**src/rtl/crystal_pkg.sv**
```systemverilog
// Shared definitions for the crystal-array probe emulator and reader.
package crystal_pkg;

  localparam int CRYSTAL_LINES = 8;

  typedef enum logic [2:0] {
    IDLE   = 3'd0,
    SETTLE = 3'd1,
    CHECK  = 3'd2,
    DRIVE  = 3'd3,
    FAULT  = 3'd4
  } state_t;

  typedef struct packed {
    logic       valid;
    logic [2:0] idx;
  } onehot_t;

  // valid only when exactly one bit is set; idx is that bit's position
  function automatic onehot_t onehot_idx(input logic [CRYSTAL_LINES-1:0] v);
    onehot_t r;
    r.valid = (v != '0) && ((v & (v - 1'b1)) == '0);
    r.idx   = 3'd0;
    for (int i = 0; i < CRYSTAL_LINES; i++) begin
      if (v[i]) r.idx = 3'(i);
    end
    return r;
  endfunction

endpackage

```
**src/rtl/crystal_sync.sv**
```systemverilog
// Multi-stage synchronizer for the asynchronous probe lines.
module crystal_sync #(
  parameter int STAGES = 2,
  parameter int W      = 8
) (
  input  logic         system_clk,
  input  logic         rst_n,
  input  logic [W-1:0] d,
  output logic [W-1:0] q
);

  logic [W-1:0] stg [STAGES];

  always_ff @(posedge system_clk or negedge rst_n) begin
    if (!rst_n) begin
      for (int i = 0; i < STAGES; i++) stg[i] <= '0;
    end else begin
      stg[0] <= d;
      for (int i = 1; i < STAGES; i++) stg[i] <= stg[i-1];
    end
  end

  assign q = stg[STAGES-1];

endmodule

```
**src/rtl/crystal_respond.sv**
```systemverilog
// Target-side probe emulator: answers a stable one-hot probe with a
// routed one-hot return code and counts completed hops.
module crystal_respond
  import crystal_pkg::*;
#(
  parameter logic [15:0] SETTLE_COUNT = 16'd1000,
  parameter int          SYNC_STAGES  = 2
) (
  input  logic                     system_clk,
  input  logic                     rst_n,
  input  logic [CRYSTAL_LINES-1:0] GPIO_0i,
  output logic [CRYSTAL_LINES-1:0] GPIO_0o,
  input  logic                     cfg_we,
  input  logic [2:0]               cfg_slot,
  input  logic [2:0]               cfg_target,
  output logic                     cfg_busy,
  input  logic                     fault_clr,
  output logic                     fault,
  output logic [3:0]               hop_count
);

  localparam logic [15:0] CNT_LAST = SETTLE_COUNT - 16'd1;

  state_t                     state, state_nx;
  logic [CRYSTAL_LINES-1:0]   sync_q;
  logic [CRYSTAL_LINES-1:0]   probe, probe_nx;
  logic [15:0]                cnt, cnt_nx;
  logic [CRYSTAL_LINES-1:0]   out_q, out_nx;
  logic                       fault_q;
  logic [3:0]                 hop_q;
  logic [2:0]                 map_q [CRYSTAL_LINES];
  logic                       set_fault;
  logic                       hop_inc;
  onehot_t                    oh;

  crystal_sync #(
    .STAGES (SYNC_STAGES),
    .W      (CRYSTAL_LINES)
  ) u_sync (
    .system_clk (system_clk),
    .rst_n      (rst_n),
    .d          (GPIO_0i),
    .q          (sync_q)
  );

  assign oh = onehot_idx(probe);

  always_comb begin
    state_nx  = state;
    probe_nx  = probe;
    cnt_nx    = cnt;
    out_nx    = out_q;
    set_fault = 1'b0;
    hop_inc   = 1'b0;
    case (state)
      IDLE: begin
        out_nx = '0;
        if (sync_q != '0) begin
          state_nx = SETTLE;
          probe_nx = sync_q;
          cnt_nx   = '0;
        end
      end
      SETTLE: begin
        if (sync_q == '0) begin
          state_nx = IDLE;
        end else if (sync_q != probe) begin
          probe_nx = sync_q;
          cnt_nx   = '0;
        end else if (cnt == CNT_LAST) begin
          state_nx = CHECK;
        end else begin
          cnt_nx = cnt + 16'd1;
        end
      end
      CHECK: begin
        if (oh.valid) begin
          state_nx = DRIVE;
          out_nx   = CRYSTAL_LINES'(1) << map_q[oh.idx];
        end else begin
          state_nx  = FAULT;
          set_fault = 1'b1;
          out_nx    = '0;
        end
      end
      DRIVE: begin
        // answer is frozen until the probe drops or changes
        if (sync_q == '0) begin
          out_nx   = '0;
          hop_inc  = 1'b1;
          state_nx = IDLE;
        end else if (sync_q != probe) begin
          out_nx   = '0;
          probe_nx = sync_q;
          cnt_nx   = '0;
          state_nx = SETTLE;
        end
      end
      FAULT: begin
        out_nx = '0;
        if (sync_q == '0) state_nx = IDLE;
      end
      default: begin
        state_nx = IDLE;
        out_nx   = '0;
      end
    endcase
  end

  always_ff @(posedge system_clk or negedge rst_n) begin
    if (!rst_n) begin
      state   <= IDLE;
      probe   <= '0;
      cnt     <= '0;
      out_q   <= '0;
      fault_q <= 1'b0;
      hop_q   <= 4'd0;
      for (int i = 0; i < CRYSTAL_LINES; i++) map_q[i] <= 3'((i + 1) % CRYSTAL_LINES);
    end else begin
      state <= state_nx;
      probe <= probe_nx;
      cnt   <= cnt_nx;
      out_q <= out_nx;
      // a new fault outranks a simultaneous clear
      if (set_fault)      fault_q <= 1'b1;
      else if (fault_clr) fault_q <= 1'b0;
      if (hop_inc && hop_q != 4'hF) hop_q <= hop_q + 4'd1;
      if (state == IDLE && cfg_we) map_q[cfg_slot] <= cfg_target;
    end
  end

  assign GPIO_0o   = out_q;
  assign fault     = fault_q;
  assign hop_count = hop_q;
  assign cfg_busy  = (state != IDLE);

endmodule

```
**config.mk**
```make
export PLATFORM = sky130hd
export DESIGN_NAME = crystal_respond
export DESIGN_NICKNAME = d
export VERILOG_FILES = /design/src/rtl/crystal_pkg.sv /design/src/rtl/crystal_sync.sv /design/src/rtl/crystal_respond.sv
export SDC_FILE = /design/constraint.sdc
export NUM_CORES = 1
export LEC_CHECK = 0
export ABC_CLOCK_PERIOD_IN_PS = 4310
export BUFFER_PORTS_ARGS = -buffer_cell sky130_fd_sc_hd__clkbuf_2
export CELL_PAD_IN_SITES_DETAIL_PLACEMENT = 1
export CELL_PAD_IN_SITES_GLOBAL_PLACEMENT = 2
export CORE_UTILIZATION = 30
export CTS_CLUSTER_SIZE = 24
export DETAILED_ROUTE_END_ITERATION = 16
export PLACE_DENSITY = 0.6
export SLEW_MARGIN = 20
export SYNTH_ARGS = -nofsm -noshare
export SYNTH_HDL_FRONTEND = slang
export SYNTH_SLANG_ARGS = --single-unit
```
**constraint.sdc**
```tcl
create_clock -name system_clk -period 4.31 [get_ports system_clk]
set_input_delay 0 -clock system_clk [delete_from_list [all_inputs] [get_ports system_clk]]
set_output_delay 0 -clock system_clk [all_outputs]
set_load 0.01 [all_outputs]
```
==> flow_summary.toml, run 1 <==
[yosys]
synth.area.top_cells = "dfrtp_1 (45%), dfstp_2 (8.3%), mux2_2 (7.4%)"
syn_avg_cell_area_sq_um = 10.8
async_flop_share_pct = 100
ys_top_cells_by_count = "dfrtp_1 (68), nand2_1 (51), mux2_2 (25), o21ai_0 (19), o31ai_1 (18)"
yosysTopAreaCell = "dfrtp_1"
seq_area_frac_synth_pct = 52.9
synth_edf_count = 0
synth_seq_cells = 80
ys_types = 50
synth_top_area_share_pct = 44.6
ys.flop_type = "dfrtp_1"
yosys_warnings = 0
syn_area_sq_um = 3810
syn_nets = 374
synth_cells = 354
synth.most_common_cell = "dfrtp_1"

[outcome]
outcome = "completed"

[timing]
tns_ns = 0
final-max-slew-violation-count = 0
finalSetupViolations = 0
tightestPinTransition_ns = 0.787
period_needed_ns = 2.68
whs_ns = 0.0399
fmax_mhz = 373
grt_setup_unrepaired = "false"
relSlewSlack_pct = 47.6
skew_ns = 0.00734
period_share_pct = 62.2
hold_viol = 0

[power]
p_leak_nw = 1.90
totalPowerFinal_mw = 1.73
p_int_mw = 1.34
ir_drop_mv = 0.243
p_seq_share_pct = 46.0
p_sw_mw = 0.394
powerDensity_nw_per_um2 = 379
p_comb_share_pct = 5.4
sw_frac_of_total_pct = 22.8
clkPwrFrac_pct = 48.7

[clock_network]
cts_setup_buffers = 0
cts_htree_levels = 3
path_clk_slew_ns = 0.06
ctsHoldBuffers = 10
clk_latency_ns = 0.35
cts_tree = "built"
numCtsBuffers = 9
clockBufferDepth = 2
cts.repair.resized = 0
cts_root_buf = "clkbuf_16"
cts_sinks = 80

[global_routing]
grt_max_degree = 81
antenna_found_initial = 0
grt_pass1_vias = 3086
grt_pass1_wl_um = 16000
grt_use_total_pct = 16.2
gr-total-overflow = 0

[drt]
drtIter0Drc = 104
wl_per_cell_um = 16.8
vias_per_cell = 5.00
firstDrtPassIters = 4
vias = 2843
drc = 0
ant_nets = 0
dr_wl_met3_um = 220
wl_met2_um = 4460
top_layer = "met4"
drt-met1-wl_um = 4700
drt_wl_total_um = 9540

[die]
rows = 40
fp.dieW_um = 115
start_util_pct = 31.2
ios = 32
die_h_um = 115
core_sq_um = 12200
design.die.area_sq_um = 13200

[layout]
layout-drive-gt1-share_pct = 23.7
finalNetCount = 416
diodes = 0
syn2layout_area_growth_pct = 19.6
fin_cells = 569

[setup_path]
crit_buf_inv = 1
cp_max_fo = 14
slowest_stage = "a31oi_2"
arrival_ns = 2.89
crit_path_end_kind = "flip-flop"
start_kind = "flip-flop"
crit_family = "simple AND/OR/NAND/NOR gates"
required_ns = 4.52
critPathKind = "flip-flop to flip-flop"
r2r_setup_slack_ns = 1.63
critPathMaxStageDelay_ns = 0.54
cp_cell_sequence = "xor2_2, nor4_4, nand2_1, a31oi_2, buf_4, or2_1, o21ai_0"

[place]
dp_cells = 543
place_hpwl_um = 6740
port-buffer-count = 31
gp_congestion = 0.753

[run]
max-cap-violations = 0

[min_path]
hold_path.class = "input port to flip-flop"
[cells by family (layout without fill, tap and decap cells)]
logic type               count (synthesis)  in the layout  synth area share, %
AND/OR/NAND/NOR                        138            138                 19.4
flip-flops                              80             80                 52.9
XOR/XNOR                                13             13                 3.18
multiplexers                            29             29                 8.44
AO/OA/AOI/OAI                           72             72                 12.9
adder cells (fa/ha/maj)                  2              2                0.656
buffers and inverters                   20             67                 2.53
[power groups by stage]
stage	registers [mW]	logic, mW	clock network, mW
3_5_place_dp	0.809	0.0875	0
3_3_place_gp	0.808	0.0869	0
4_1_cts	0.795	0.0950	0.869
6_report	0.795	0.0930	0.841
2_1_floorplan	0.796	0.0567	0
5_1_grt	0.798	0.105	0.894
[layout make-up]
cell class	count	area [sq um]
fill	1407	7650
tap	168	210
multi-input combinational	254	1700
clock buffer	10	239
inverter	9	33.8
timing repair buffer	42	269
sequential	80	2020
clock inverter	6	91.3
[registers in the layout (all words and copies together) (netlist names)]
register / flops
hop_count: 4
map_q: 24
probe: 8
cnt: 16
GPIO_0o: 8
u_sync.stg: 8
state: 3
fault: 1
u_sync.q: 8
[worst reg2reg max path, cell delays in order, from the launching register on]
cell     delay (ns)
dfrtp_1        0.51
xor2_2         0.22
nor4_4         0.41
nand2_1        0.13
a31oi_2        0.54
buf_4          0.28
or2_1          0.31
o21ai_0        0.15
[routing by layer]
layer	vias up	global-route usage (%)
met5	-	0
met2	31	26.0
met4	0	6.75
met3	9	3.34
li1	1370	-
met1	1433	21.4
[through the flow]
stage,utilization [%],cell area (sq um),setup WS [ns]
5_1_grt,37.3,4560,1.34
4_1_cts,37.3,4550,1.61
3_3_place_gp,33.8,4120,1.62
6_report,37.3,4560,1.63
2_1_floorplan,-,3810,2.28
3_5_place_dp,33.8,4120,1.61
[worst paths after layout]
kind                                                from                       end  cells after the start
min in group asynchronous                          rst_n        cnt[4]$_DFFE_PN0P_                      2
worst min-delay path                       cfg_target[1]      map_q[1]$_DFFE_PN0P_                      2
worst max register to register      probe[5]$_DFFE_PN0P_       cnt[11]$_DFFE_PN0P_                      7
worst max-delay path                probe[5]$_DFFE_PN0P_       cnt[11]$_DFFE_PN0P_                      7
worst min register to register  u_sync.stg[10]$_DFF_PN0_     u_sync.q[2]$_DFF_PN0_                      0
max in group asynchronous                          rst_n  u_sync.stg[10]$_DFF_PN0_                      2
[cells in the final DEF, fill, tap and decap left out, types with 6 or more instances in the layout]
cell type | netlist | routed
inv_1 | 9 | 9
mux2_2 | 25 | 25
nor3_1 | 8 | 8
xor2_1 | 8 | 8
or4_1 | 7 | 7
nor2b_1 | 7 | 7
nand3_1 | 15 | 15
o21ai_0 | 19 | 19
o31ai_1 | 18 | 18
dlygate4sd3_1 | 0 | 10
dfstp_2 | 12 | 12
a21oi_1 | 13 | 13
dfrtp_1 | 68 | 68
nor2_1 | 13 | 13
clkbuf_2 | 0 | 30
nand2_1 | 51 | 51
clkbuf_16 | 0 | 9
nor4_1 | 6 | 6
Power figures use the tool's default switching activity.
==> run 2: changes to the inputs <==
--- a/config.mk
+++ b/config.mk
@@ -5,7 +5,7 @@
 export SDC_FILE = /design/constraint.sdc
 export NUM_CORES = 1
 export LEC_CHECK = 0
-export ABC_CLOCK_PERIOD_IN_PS = 4310
+export ABC_CLOCK_PERIOD_IN_PS = 2700
 export BUFFER_PORTS_ARGS = -buffer_cell sky130_fd_sc_hd__clkbuf_2
 export CELL_PAD_IN_SITES_DETAIL_PLACEMENT = 1
 export CELL_PAD_IN_SITES_GLOBAL_PLACEMENT = 2
==> constraint.sdc (replaced) <==
create_clock -name system_clk -period 2.7 [get_ports system_clk]
set_input_delay 0 -clock system_clk [delete_from_list [all_inputs] [get_ports system_clk]]
set_output_delay 0 -clock system_clk [all_outputs]
set_load 0.01 [all_outputs]
==> run 2 against run 1 <==
Non-clock buffer count rose by 9. Sequential cell count did not move. Die area did not move. Hold slack got worse by 0.014 ns. Setup slack got worse by 1.3 ns. Clock skew barely moved. Global-route usage barely moved. Sequential power rose by 60%. Combinational power rose by 63%. Highest routed layer unchanged.
==> flow_summary.toml, run 2 (synthesized netlist as in run 1, its figures left out) <==
[outcome]
outcome = "completed"

[layout]
fin_area_sq_um = 4600
largest_reg_flops = 24
top_register = "map_q"
fillCellCount = 1393
reg_top3 = "map_q (24), cnt (16)"
layout-drive-gt1-share_pct = 24.9
fin_cells = 578
final_cell_mix = "dfrtp_1 (68), nand2_1 (51), clkbuf_2 (30), mux2_2 (25), o21ai_0 (19)"
diodes = 0
layout_commonest_cell = "dfrtp_1"
syn2layout_area_growth_pct = 20.6
finalNetCount = 425

[clock_network]
cts.repair.resized = 0
numCtsBuffers = 9
cts_root_buf = "clkbuf_16"
cts_htree_levels = 3
cts_sinks = 80
path_clk_slew_ns = 0.06
clockBufferDepth = 2
cts_tree = "built"
clk_latency_ns = 0.35

[timing]
relSlewSlack_pct = 48.4
tns_ns = 0
period_share_pct = 86.7
period_needed_ns = 2.34
whs_ns = 0.0261
grt_setup_unrepaired = "false"
fmax_mhz = 427
setup_slack_ns = 0.359
tightestPinTransition_ns = 0.774
hold_viol = 0
finalSetupViolations = 0
skew_ns = 0.00750
final-max-slew-violation-count = 0

[place]
gp_congestion = 0.761
place_hpwl_um = 6820
dpl_worst_slack_ns = 0.399
port-buffer-count = 31
placed_area_sq_um = 4190
dp_cells = 552

[die]
die_h_um = 115
rows = 40
design.die.area_sq_um = 13200
fp.dieW_um = 115
ios = 32
start_util_pct = 31.2
core_sq_um = 12200

[drt]
ant_nets = 0
drc = 0
vias = 2910
wl_per_cell_um = 16.5
firstDrtPassIters = 4
vias_per_cell = 5.03
drtIter0Drc = 78
drt_wl_total_um = 9560

[global_routing]
use_met3_pct = 4.18
top_usage_layer = "met2"
antenna_found_initial = 0
grt_pass1_vias = 3119
use_met1_pct = 20.4
use_met2_pct = 26.8
grt_use_total_pct = 16.2
grt_pass1_wl_um = 16000
grt_max_degree = 81
gr-total-overflow = 0

[setup_path]
critPathKind = "flip-flop to flip-flop"
critPathMaxStageDelay_ns = 0.51
arrival_ns = 2.56
crit_path_end_kind = "flip-flop"
cp_max_fo = 9
start_kind = "flip-flop"
required_ns = 2.92
cp_cell_sequence = "nor4_1, a21oi_1, o311a_1, a31oi_2, buf_4, or2_1, o21ai_0"
slowest_stage = "nor4_1"
r2r_cells = 7

[power]
ir_drop_mv = 0.429
powerDensity_nw_per_um2 = 578
p_leak_nw = 1.94

[min_path]
hold_path.class = "input port to flip-flop"
min_path_cells = 2

[run]
max-cap-violations = 0
-- run 2: changes by cell type in the layout (fill, tap and decap cells not counted) --
| cell | delta |
|---|---|
| inv_6 | -1 |
| bufinv_16 | -1 |
| clkinvlp_4 | -1 |
| clkinv_4 | +1 |
| buf_4 | +9 |
| clkbuf_1 | +2 |
-- run 2: area by class of cell --
| class | instances | area [sq um] | share of cell area [%] |
|---|---|---|---|
| clock buffer | 12 | 246 | 5.36 |
| clock inverter | 4 | 53.8 | 1.17 |
| inverter | 9 | 33.8 | 0.735 |
| multi-input combinational | 254 | 1700 | 36.9 |
| sequential | 80 | 2020 | 43.9 |
| tap | 168 | 210 | 4.57 |
| timing repair buffer | 51 | 337 | 7.32 |
-- run 2: timing repair --
item	in CTS	in global routing
endpoints found under the hold margin	77	0
hold buffers	10	0
setup buffers	0	0
-- run 2: final timing paths --
check	slack, ns	start	end
min in group asynchronous	0.23	rst_n	cnt[14]$_DFFE_PN0P_
max	0.36	u_sync.q[5]$_DFF_PN0_	cnt[9]$_DFFE_PN0P_
max reg2reg	0.36	u_sync.q[5]$_DFF_PN0_	cnt[9]$_DFFE_PN0P_
min reg2reg	0.35	u_sync.stg[10]$_DFF_PN0_	u_sync.q[2]$_DFF_PN0_
max in group asynchronous	1.88	rst_n	GPIO_0o[4]$_DFFE_PN0P_
min	0.03	cfg_target[2]	map_q[20]$_DFFE_PN0P_
-- run 2: layer usage --
metal / vias to the layer above / part of all wire, %
met5: - / 0
met4: 0 / 1.5
met3: 9 / 2.7
met2: 32 / 49
met1: 1476 / 47
li1: 1393 / -
-- run 2: metrics by stage --
stage	utilization, %	power, mW
after detailed placement	34.3	1.43
after CTS	37.6	2.71
after global routing	37.6	2.77
after global placement	34.3	1.43
final	37.6	2.65
after floorplan	-	1.36
-- run 2: where the power goes --
| part | switching (mW) | internal [mW] |
|---|---|---|
| Clock | 0.493 | 0.743 |
| Combinational | 0.0913 | 0.0607 |
| Sequential | 0.0325 | 1.23 |
-- run 2: worst max-delay path, delay by kind of cell (launching register included) --
family                 cells  cell delay, ns
AND/OR/NAND/NOR            2            0.79
buffers and inverters      1            0.19
AO/OA/AOI/OAI              4            0.80
flip-flops                 1            0.42
==> run 3: changes to the inputs <==
--- a/config.mk
+++ b/config.mk
@@ -5,7 +5,7 @@
 export SDC_FILE = /design/constraint.sdc
 export NUM_CORES = 1
 export LEC_CHECK = 0
-export ABC_CLOCK_PERIOD_IN_PS = 2700
+export ABC_CLOCK_PERIOD_IN_PS = 2560
 export BUFFER_PORTS_ARGS = -buffer_cell sky130_fd_sc_hd__clkbuf_2
 export CELL_PAD_IN_SITES_DETAIL_PLACEMENT = 1
 export CELL_PAD_IN_SITES_GLOBAL_PLACEMENT = 2
==> constraint.sdc (replaced) <==
create_clock -name system_clk -period 2.56 [get_ports system_clk]
set_input_delay 0 -clock system_clk [delete_from_list [all_inputs] [get_ports system_clk]]
set_output_delay 0 -clock system_clk [all_outputs]
set_load 0.01 [all_outputs]
==> run 3 against run 2 <==
First-iteration DRC count down 7.7%. Via count down 0.72%. Clock skew up 0.0011 ns. Clock power up 9%. Largest power group is now clock. Count of clock-buffer cells in the layout down 1. Power up 7.2%. Combinational power up 8%. Maximum frequency up 5.6%. Sequential cell count unchanged. Design area up 1.1%. Hold slack better by 0.011 ns. Setup slack worse by 0.016 ns.
==> flow_summary.toml, run 3 (synthesized netlist as in run 1, its figures left out) <==
[outcome]
outcome = "completed"

[timing]
skew_ns = 0.00857
grt_setup_unrepaired = "false"
relSlewSlack_pct = 49.3
period_share_pct = 86.6
finalSetupViolations = 0
final-max-slew-violation-count = 0
hold_viol = 0
tightestPinTransition_ns = 0.760
period_needed_ns = 2.22
tns_ns = 0
fmax_mhz = 451

[setup_path]
r2r_setup_slack_ns = 0.34
start_kind = "flip-flop"
r2r_cells = 5
crit_path_end_kind = "flip-flop"
arrival_ns = 2.46
r2r_end = "cnt[6]$_DFFE_PN0P_"
critPathKind = "flip-flop to flip-flop"
r2r-start = "probe[5]$_DFFE_PN0P_"
cp_max_fo = 10
required_ns = 2.80

[die]
die_h_um = 115
core_sq_um = 12200
start_util_pct = 31.2
rows = 40
design.die.area_sq_um = 13200
ios = 32
fp.dieW_um = 115

[clock_network]
clockBufferDepth = 2
cts_htree_levels = 3
cts_root_buf = "clkbuf_16"
numCtsBuffers = 9
cts_sinks = 80
cts.repair.resized = 0
clk_latency_ns = 0.35
cts_setup_buffers = 0
ctsHoldBuffers = 10
cts_tree = "built"
path_clk_slew_ns = 0.06

[drt]
vias = 2889
wl_per_cell_um = 16.2
vias_per_cell = 4.96
ant_nets = 0
drt_wl_total_um = 9470
drc = 0
drtIter0Drc = 72
firstDrtPassIters = 4

[min_path]
hold_path.class = "input port to flip-flop"
min-delay-start = "cfg_target[0]"
min_to = "map_q[0]$_DFFE_PN0P_"
min_path_cells = 2

[place]
port-buffer-count = 31
gp_congestion = 0.734
place_hpwl_um = 6930

[layout]
syn2layout_area_growth_pct = 22.0
layout_commonest_cell = "dfrtp_1"
largest_reg_flops = 24
final_cell_mix = "dfrtp_1 (68), nand2_1 (51), clkbuf_2 (30), mux2_2 (25), o21ai_0 (19)"
fillCellCount = 1377
top_register = "map_q"
layout-drive-gt1-share_pct = 26.3
diodes = 0
finalNetCount = 430
reg_top3 = "map_q (24), cnt (16)"

[power]
p_leak_nw = 1.97
powerDensity_nw_per_um2 = 612
totalPowerFinal_mw = 2.85
ir_drop_mv = 0.515

[global_routing]
grt_use_total_pct = 16.4
gr-total-overflow = 0
antenna_found_initial = 0
grt_pass1_vias = 3167
grt_pass1_wl_um = 16300
grt_max_degree = 81

[run]
max-cap-violations = 0
## run 3: metal layers
metal	up-vias	wire [um]	GRT usage [%]
met4	0	95	4.94
met3	10	279	4.45
met2	40	4550	26.8
met1	1436	4540	21.2
met5	-	0	0
li1	1403	-	-
## run 3: cell type report
cell class	count	area, sq um	area share, %
multi-input cells	254	1700	36.5
flip-flops and latches	80	2020	43.4
inverters	9	33.8	0.727
clock inverters	5	62.6	1.35
repair buffers	56	374	8.05
well taps	168	210	4.52
clock buffers	11	253	5.44
## run 3: power by group
group / total (mW) / internal, mW / leakage, nW / switching (mW)
Clock: 1.35 / 0.813 / 0.148 / 0.535
Sequential: 1.33 / 1.30 / 1.01 / 0.0318
Combinational: 0.164 / 0.0663 / 0.810 / 0.0976
Total: 2.85 / 2.18 / 1.97 / 0.664
## run 3: worst max-delay path, stage by stage, from the launching register on
cell	delay, ns
dfrtp_1	0.53
xor2_2	0.23
nor4_4	0.46
nand3_1	0.23
or2_1	0.38
o31ai_1	0.28
## run 3: per-stage QoR
| stage | utilization (%) | hold slack (ns) | setup WS, ns | std cells | cell area (sq um) |
|---|---|---|---|---|---|
| floorplan | - | -0.296 | 0.531 | 354 | 3810 |
| global placement | 34.6 | 0.109 | 0.297 | 557 | 4230 |
| detailed placement | 34.6 | 0.110 | 0.322 | 557 | 4230 |
| CTS | 38.0 | 0.0215 | 0.289 | 583 | 4640 |
| global route | 38.1 | 0.0435 | 0.108 | 583 | 4650 |
| finish | 38.1 | 0.0366 | 0.343 | 583 | 4650 |
## run 3: worst max-delay path by stage
stage,depth (start not counted),slack (ns),startpoint,end
2_1_floorplan,8,0.53,probe[5]$_DFFE_PN0P_,cnt[10]$_DFFE_PN0P_
3_3_place_gp,4,0.30,state[2]$_DFFE_PN0P_,map_q[10]$_DFFE_PN0P_
3_5_place_dp,5,0.32,probe[5]$_DFFE_PN0P_,cnt[6]$_DFFE_PN0P_
4_1_cts,4,0.29,state[2]$_DFFE_PN0P_,map_q[10]$_DFFE_PN0P_
5_1_grt,6,0.11,probe[5]$_DFFE_PN0P_,cnt[9]$_DFFE_PN0P_
6_report,5,0.34,probe[5]$_DFFE_PN0P_,cnt[6]$_DFFE_PN0P_
